[src/rtl/mips_multicycle_ctrl.sv]
// rtl/mips_multicycle_ctrl.sv - multi-cycle MIPS main control FSM with mem_ready stretching
module mips_multicycle_ctrl (
    input  logic       clk,
    input  logic       reset_n,
    input  logic       run,
    input  logic [5:0] opcode,
    input  logic       zero,
    input  logic       mem_ready,
    output logic [1:0] OpALU,
    output logic       ALUSrcA,
    output logic [1:0] ALUSrcB,
    output logic [1:0] PCSource,
    output logic       PCWrite,
    output logic       PCWriteCond,
    output logic       IorD,
    output logic       MemRead,
    output logic       MemWrite,
    output logic       IRWrite,
    output logic       RegDst,
    output logic       MemtoReg,
    output logic       RegWrite,
    output logic       illegal_op,
    output logic [3:0] state
);

    typedef enum logic [3:0] {
        S_IDLE   = 4'd0,
        S_FETCH  = 4'd1,
        S_DECODE = 4'd2,
        S_MEMADR = 4'd3,
        S_MEMRD  = 4'd4,
        S_MEMWB  = 4'd5,
        S_MEMWR  = 4'd6,
        S_EXEC   = 4'd7,
        S_ALUWB  = 4'd8,
        S_BRANCH = 4'd9,
        S_JUMP   = 4'd10,
        S_ADDIEX = 4'd11,
        S_ADDIWB = 4'd12
    } state_t;

    localparam logic [5:0] OP_RTYPE = 6'b000000;
    localparam logic [5:0] OP_LW    = 6'b100011;
    localparam logic [5:0] OP_SW    = 6'b101011;
    localparam logic [5:0] OP_BEQ   = 6'b000100;
    localparam logic [5:0] OP_J     = 6'b000010;
    localparam logic [5:0] OP_ADDI  = 6'b001000;

    state_t state_q;
    state_t state_d;
    logic   op_legal;

    // zero gates PCWriteCond in the datapath; the FSM itself never looks at it
    logic unused_zero;
    assign unused_zero = zero;

    assign op_legal = (opcode == OP_RTYPE) || (opcode == OP_LW) || (opcode == OP_SW) ||
                      (opcode == OP_BEQ) || (opcode == OP_J) || (opcode == OP_ADDI);

    assign state = state_q;

    always_ff @(posedge clk or negedge reset_n) begin
        if (!reset_n) begin
            state_q    <= S_IDLE;
            illegal_op <= 1'b0;
        end else begin
            state_q    <= state_d;
            illegal_op <= (state_q == S_DECODE) && !op_legal;
        end
    end

    always_comb begin
        state_d     = state_q;
        OpALU       = 2'b00;
        ALUSrcA     = 1'b0;
        ALUSrcB     = 2'b00;
        PCSource    = 2'b00;
        PCWrite     = 1'b0;
        PCWriteCond = 1'b0;
        IorD        = 1'b0;
        MemRead     = 1'b0;
        MemWrite    = 1'b0;
        IRWrite     = 1'b0;
        RegDst      = 1'b0;
        MemtoReg    = 1'b0;
        RegWrite    = 1'b0;
        case (state_q)
            S_IDLE: begin
                if (run) state_d = S_FETCH;
            end
            S_FETCH: begin
                MemRead = 1'b1;
                ALUSrcB = 2'b01;
                IRWrite = mem_ready;
                PCWrite = mem_ready;
                if (mem_ready) state_d = S_DECODE;
            end
            S_DECODE: begin
                ALUSrcB = 2'b11;
                case (opcode)
                    OP_RTYPE:      state_d = S_EXEC;
                    OP_LW, OP_SW:  state_d = S_MEMADR;
                    OP_BEQ:        state_d = S_BRANCH;
                    OP_J:          state_d = S_JUMP;
                    OP_ADDI:       state_d = S_ADDIEX;
                    default:       state_d = S_FETCH;
                endcase
            end
            S_MEMADR: begin
                ALUSrcA = 1'b1;
                ALUSrcB = 2'b10;
                state_d = (opcode == OP_LW) ? S_MEMRD : S_MEMWR;
            end
            S_MEMRD: begin
                MemRead = 1'b1;
                IorD    = 1'b1;
                if (mem_ready) state_d = S_MEMWB;
            end
            S_MEMWB: begin
                RegWrite = 1'b1;
                MemtoReg = 1'b1;
                state_d  = S_FETCH;
            end
            S_MEMWR: begin
                MemWrite = 1'b1;
                IorD     = 1'b1;
                if (mem_ready) state_d = S_FETCH;
            end
            S_EXEC: begin
                ALUSrcA = 1'b1;
                OpALU   = 2'b10;
                state_d = S_ALUWB;
            end
            S_ALUWB: begin
                RegWrite = 1'b1;
                RegDst   = 1'b1;
                state_d  = S_FETCH;
            end
            S_BRANCH: begin
                ALUSrcA     = 1'b1;
                OpALU       = 2'b01;
                PCWriteCond = 1'b1;
                PCSource    = 2'b01;
                state_d     = S_FETCH;
            end
            S_JUMP: begin
                PCWrite  = 1'b1;
                PCSource = 2'b10;
                state_d  = S_FETCH;
            end
            S_ADDIEX: begin
                ALUSrcA = 1'b1;
                ALUSrcB = 2'b10;
                state_d = S_ADDIWB;
            end
            S_ADDIWB: begin
                RegWrite = 1'b1;
                state_d  = S_FETCH;
            end
            default: state_d = S_IDLE;
        endcase
    end

endmodule

[config.mk]
export PLATFORM = sky130hd
export DESIGN_NAME = mips_multicycle_ctrl
export DESIGN_NICKNAME = d
export VERILOG_FILES = /design/src/rtl/mips_multicycle_ctrl.sv
export SDC_FILE = /design/constraint.sdc
export NUM_CORES = 1
export LEC_CHECK = 0
export ABC_AREA = 1
export BUFFER_PORTS_ARGS = -buffer_cell sky130_fd_sc_hd__buf_4
export CAP_MARGIN = 0
export CORE_AREA = 5 5 42 44
export DETAILED_ROUTE_END_ITERATION = 7
export DIE_AREA = 0 0 47 49
export GPL_ROUTABILITY_DRIVEN = 0
export PLACE_DENSITY_LB_ADDON = 0.15
export SLEW_MARGIN = 0
export SYNTH_ARGS = -nofsm -noshare
export SYNTH_HDL_FRONTEND = slang
export SYNTH_SLANG_ARGS = --single-unit
export TNS_END_PERCENT = 30
[constraint.sdc]
create_clock -name clk -period 1.24 [get_ports clk]
set_input_delay 0.248 -clock clk [delete_from_list [all_inputs] [get_ports clk]]
set_output_delay 0.248 -clock clk [all_outputs]
set_load 0.01 [all_outputs]
==> results of run 1 <==
-- how the worst max path moves through the flow --
stage	start	endpoint	cells past startpoint
after floorplan	state[1]	OpALU[0]	4
after global placement	state[1]	RegWrite	4
after detailed placement	state[1]	ALUSrcA	4
after CTS	state[2]	MemWrite	5
after global routing	state[2]	ALUSrcB[0]	6
final	state[2]	ALUSrcA	5
-- state kept, by name (all words and copies together), names as in the netlist --
name and cells:
state 4, illegal_op 1
-- cells by family (layout without fill, tap and decap cells) --
group,count (synthesis),count (layout),share of synthesized area (%)
compound gates,8,8,8.79
buf+inv,17,66,13.6
flops,5,5,25.1
simple gates,60,60,52.5
-- worst register-to-register path: stages, from the launching register on --
cell and delay, ps:
dfrtp_2 470, inv_4 110, nand2_4 70, nor2_4 120
inv_2 60, buf_4 120, buf_4 130, nor2_2 70
nor2_1 40, o21ai_1 100
-- where the power goes --
part	leakage, nW	internal, W	switching [W]
Clock	0.0150	0.000122	0.0000665
Sequential	0.0598	0.000231	0.000115
Combinational	0.475	0.000806	0.000826
-- timing repair --
action	in CTS	in global routing
hold buffers	1	0
gates resized for setup	17	25
pin swaps	8	5
setup endpoints to repair	17	23
buffers inserted	4	3
endpoints found under the hold margin	5	0
-- metrics by stage --
| step | utilization [%] | setup TNS, ps | hold slack [ps] |
|---|---|---|---|
| after global routing | 72.8 | -4960 | 211 |
| after detailed placement | 57.1 | -105 | 52.2 |
| final | 72.8 | -3490 | 217 |
| after CTS | 65.7 | -3430 | 211 |
| after floorplan | - | 0 | -47.6 |
| after global placement | 57.1 | -62.7 | 49.5 |
-- placed cells by master, fill, tap and decap left out, drive strengths merged, types with 3 or more instances in the layout --
master   n
inv     16
nand2   27
o21ai    4
dfrtp    5
o22ai    3
clkbuf   4
nand3    9
nor2    23
buf     45
-- cell type report --
cell class                      count  area (µm²)  share of cell area, %
Sequential cell                     5         130                   12.8
Clock buffer                        4        26.3                   2.58
Timing Repair Buffer               46         367                   36.0
Inverter                           16        70.1                   6.87
Tap cell                           16        20.0                   1.96
Multi-Input combinational cell     68         407                   39.9
-- synth_stat cells --
cell type,n,area share [%]
nor2_4,1,2.3
nand3_1,9,9.0
buf_4,1,1.5
inv_2,4,3.0
nand2_2,3,3.8
a21oi_1,1,1.0
nor2_1,19,14
o21ai_0,3,3.0
dfrtp_1,5,25
nand2_1,24,18
o22ai_1,3,3.8
o21ai_1,1,1.0
nand4_1,1,1.3
nor2_2,3,3.8
inv_1,12,9.0
-- per-layer routing --
| layer | up-vias | track usage, % | wire [µm] |
|---|---|---|---|
| li1 | 379 | - | - |
| met1 | 332 | 18.2 | 687 |
| met2 | 23 | 25.1 | 941 |
| met3 | 0 | 4.80 | 120 |
| met4 | 0 | 5.99 | 0 |
| met5 | - | 0 | 0 |
==> metrics.yaml, run 1 <==
status: "complete, but fails checks"
violations: "setup timing"
yosys_warnings: 0
overflow: 0
vias: 734
critical_path.cell_chain: "buf_4 -> nand2_1 -> nand2_2 -> o21ai_1 -> buf_4"
reg2reg_slack_ps: -140
clkTransAtPathRegs_ps: 40
initial_core_util_pct: 35.5
ys_ff_latch: 5
worstPathArrival_ps: 1240
finalWirelength_um: 1750
cts-root-buf: "clkbuf_4"
area_delta_synth_final_pct: 105
cts_tree: "built"
wl_per_cell_um: 11.3
required_ps: 990
crit_type: "reg -> out"
r2r-start: "state[2]"
cts.htree.levels: 1
clockBufferDepth: 2
r2r-end: "state[2]"
slew_headroom_pct: 82.1
p_leak_nw: 0.550
coreArea_um2: 1400
drc: 0
hold_viol: 0
synthDistinctLibCells: 15
vdd_drop_max_uv: 1370
endpoint_kind: "output pin"
io_buffers: 30
insertion_delay_ps: 240
synthesis.instances: 90
postRouteAntennaNets: 0
critPathMaxFanout: 4
path_buf_inv: 2
n_fill_cell: 123
synth.avg_cell_area_um2: 5.53
critPathMostFrequentCell: "buf_4"
layout-drive-gt1-share_pct: 61.2
stdcell_count: 155
syn_nets: 101
cp-start-kind: "flop"
finalCriticalPeriod_ps: 1490
min_path_type: "in -> reg"
max_stage_delay_ps: 470
slew_violations: 0
tightest_slew_ps: 267
viasPerCell: 4.74
fin_crit_sh_pct: 120
r2r_cells: 9
numCtsBuffers: 3
cpMaxStageDelayCell: "dfrtp_2"
grt_setup_unrepaired: "true"
pre_cts_slack_ps: -39.5
syn_area_um2: 498
antenna_found_initial: 0
drtPass1Iterations: 4
hold_path_end: "state[0]"
grtUsageTotal_pct: 15.5
n_antenna_cell: 0
die-area_um2: 2300
min_path_cells: 2
setup-violations-final: 22
row_count: 14
dpl_cell_area_um2: 801
ios: 32
fp.dieH_um: 49
finish.instance_area_um2: 1020
nNetsFinal: 151
p_total_w: 0.00217
clock-sinks: 5
grt_start_max_net_pins: 7
worst_slack_ps: -246
seq_area_frac_synth_pct: 25.1
max_freq_mhz: 673
dp_hpwl_um: 1260
grt_pass1_wl_um: 2700
worstHoldStart: "mem_ready"
first_global_vias: 661
fin_skew_ps: 0.557
maxCapViolations: 0
drtIter0Drc: 8
power_density_nw_per_um2: 2120
critical_path.top_delay_family: "flip-flops"
dp_cells: 143
die_x_um: 47
(Power assumes the default switching activity.)
==> run 2: changes to the inputs <==
--- a/config.mk
+++ b/config.mk
@@ -13,6 +13,7 @@
 export DIE_AREA = 0 0 47 49
 export GPL_ROUTABILITY_DRIVEN = 0
 export PLACE_DENSITY_LB_ADDON = 0.15
+export RECOVER_POWER = 100
 export SLEW_MARGIN = 0
 export SYNTH_ARGS = -nofsm -noshare
 export SYNTH_HDL_FRONTEND = slang
==> run 2 against run 1 <==
Effect of this change: the flow still finishes with violations (setup timing); count of clock-buffer cells in the layout did not move; combinational power barely moved; hold slack barely moved; core utilization shrank 0.54 points; non-clock buffer count unchanged; worst setup slack about the same; flip-flop and latch count unchanged; die area unchanged; final cell count unchanged; critical endpoint unchanged.
==> metrics.yaml, run 2 (synthesis results as in run 1) <==
die_x_um: 47  # unchanged
grtUsageTotal_pct: 15.5  # unchanged
slew_violations: 0  # unchanged
fin_crit_sh_pct: 120  # about the same
required_ps: 990  # about the same
clockBufferDepth: 2  # unchanged
critical_path.top_delay_family: "flip-flops"  # unchanged
pre_cts_slack_ps: -39.5  # unchanged
first_global_vias: 661  # unchanged
stdcell_count: 155  # unchanged
drtPass1Iterations: 4  # unchanged
cts.htree.levels: 1  # unchanged
nNetsFinal: 151  # unchanged
overflow: 0  # unchanged
worstPathArrival_ps: 1240  # about the same
clock-sinks: 5  # unchanged
drc: 0  # unchanged
power_density_nw_per_um2: 2130  # was 2120 nW/µm²
critPathMostFrequentCell: "buf_4"  # unchanged
vdd_drop_max_uv: 1370  # about the same
vias: 734  # unchanged
p_total_w: 0.00216  # was 0.00217 W
violations: "setup timing"  # unchanged
antenna_found_initial: 0  # unchanged
coreArea_um2: 1400  # unchanged
die-area_um2: 2300  # unchanged
drtIter0Drc: 8  # unchanged
maxCapViolations: 0  # unchanged
clkTransAtPathRegs_ps: 40  # about the same
cts-root-buf: "clkbuf_4"  # unchanged
grt_start_max_net_pins: 7  # unchanged
initial_core_util_pct: 35.5  # unchanged
largest_reg_flops: 4  # unchanged
cp-start-kind: "flop"  # unchanged
critPathMaxFanout: 4  # unchanged
endpoint_kind: "output pin"  # unchanged
fp.dieH_um: 49  # unchanged
postRouteAntennaNets: 0  # unchanged
mostFrequentLayoutCells: "38 x buf_4, 18 x nand2_1, 10 x nor2_1, 9 x nand3_1, 8 x inv_1"  # was 40 x buf_4, 18 x nand2_1, 10 x nor2_1, 9 x nand3_1, 8 x inv_1
p_leak_nw: 0.542  # was 0.550 nW
dp_hpwl_um: 1260  # unchanged
ios: 32  # unchanged
max_freq_mhz: 673  # about the same
grt_setup_unrepaired: "true"  # unchanged
finalWirelength_um: 1750  # about the same
layout-drive-gt1-share_pct: 59.7  # was 61.2%
critical_path.cell_chain: "buf_4 -> nand2_1 -> nand2_2 -> o21ai_1 -> buf_4"  # unchanged
status: "complete, but fails checks"  # unchanged
fin_skew_ps: 0.557  # about the same
dp_cells: 143  # unchanged
setup-violations-final: 22  # unchanged
grt_pass1_wl_um: 2700  # unchanged
path_buf_inv: 2  # unchanged
wl_per_cell_um: 11.3  # about the same
viasPerCell: 4.74  # unchanged
slew_headroom_pct: 82.1  # unchanged
tightest_slew_ps: 267  # unchanged
insertion_delay_ps: 240  # about the same
min_path_type: "in -> reg"  # unchanged
io_buffers: 30  # unchanged
cts_tree: "built"  # unchanged
final_common_cell: "buf_4"  # unchanged
row_count: 14  # unchanged
numCtsBuffers: 3  # unchanged
fin_tns_setup_ps: -3490  # about the same
max_stage_delay_ps: 470  # about the same
worst_slack_ps: -246  # about the same
hold_viol: 0  # unchanged
cpMaxStageDelayCell: "dfrtp_2"  # unchanged
area_delta_synth_final_pct: 103  # was 105%
n_antenna_cell: 0  # unchanged
crit_type: "reg -> out"  # unchanged
finalCriticalPeriod_ps: 1490  # about the same
-- run 2: path summary, 6_finish.rpt --
check                          start         end  slack [ps]  cells after the start
hold reg to reg             state[0]    state[1]         710                      4
setup / recovery            state[2]     ALUSrcA        -250                      5
max in group asynchronous    reset_n    state[1]         630                      2
min in group asynchronous    reset_n  illegal_op         380                      2
setup reg to reg            state[2]    state[2]        -140                      9
hold / removal             mem_ready    state[0]         220                      2
-- run 2: area by class of cell --
cell class | count | area (µm²)
Multi-Input combinational cell | 68 | 407
Fill cell | 125 | 389
Timing Repair Buffer | 46 | 359
Sequential cell | 5 | 130
Inverter | 16 | 70.1
Clock buffer | 4 | 26.3
Tap cell | 16 | 20.0
-- run 2: layer usage --
layer  track usage [%]  vias up  share of wire (%)
li1                  -      379                  -
met1              18.2      332                 39
met2              25.1       23                 54
met3              4.80        0                6.9
met4              5.99        0                  0
met5                 0        -                  0
-- run 2: stage by stage --
step                      hold slack (ps)  area, µm²  utilization, %
after global routing                  211       1010            72.2
after CTS                             211        921            65.7
final                                 217       1010            72.2
after floorplan                     -47.6        503               -
after global placement               49.5        801            57.1
after detailed placement             52.2        801            57.1
-- run 2: power breakdown --
| part | leakage, nW | internal (W) | switching (W) |
|---|---|---|---|
| sequential | 0.0598 | 0.000230 | 0.000115 |
| combinational | 0.468 | 0.000796 | 0.000826 |
| clock | 0.0150 | 0.000122 | 0.0000665 |
-- run 2: what timing repair did --
item	in CTS	in global routing
hold buffers	1	0
resized for setup	17	25
setup endpoints to repair	17	23
setup buffers	4	3
pin swaps	8	5
endpoints found under the hold margin	5	0
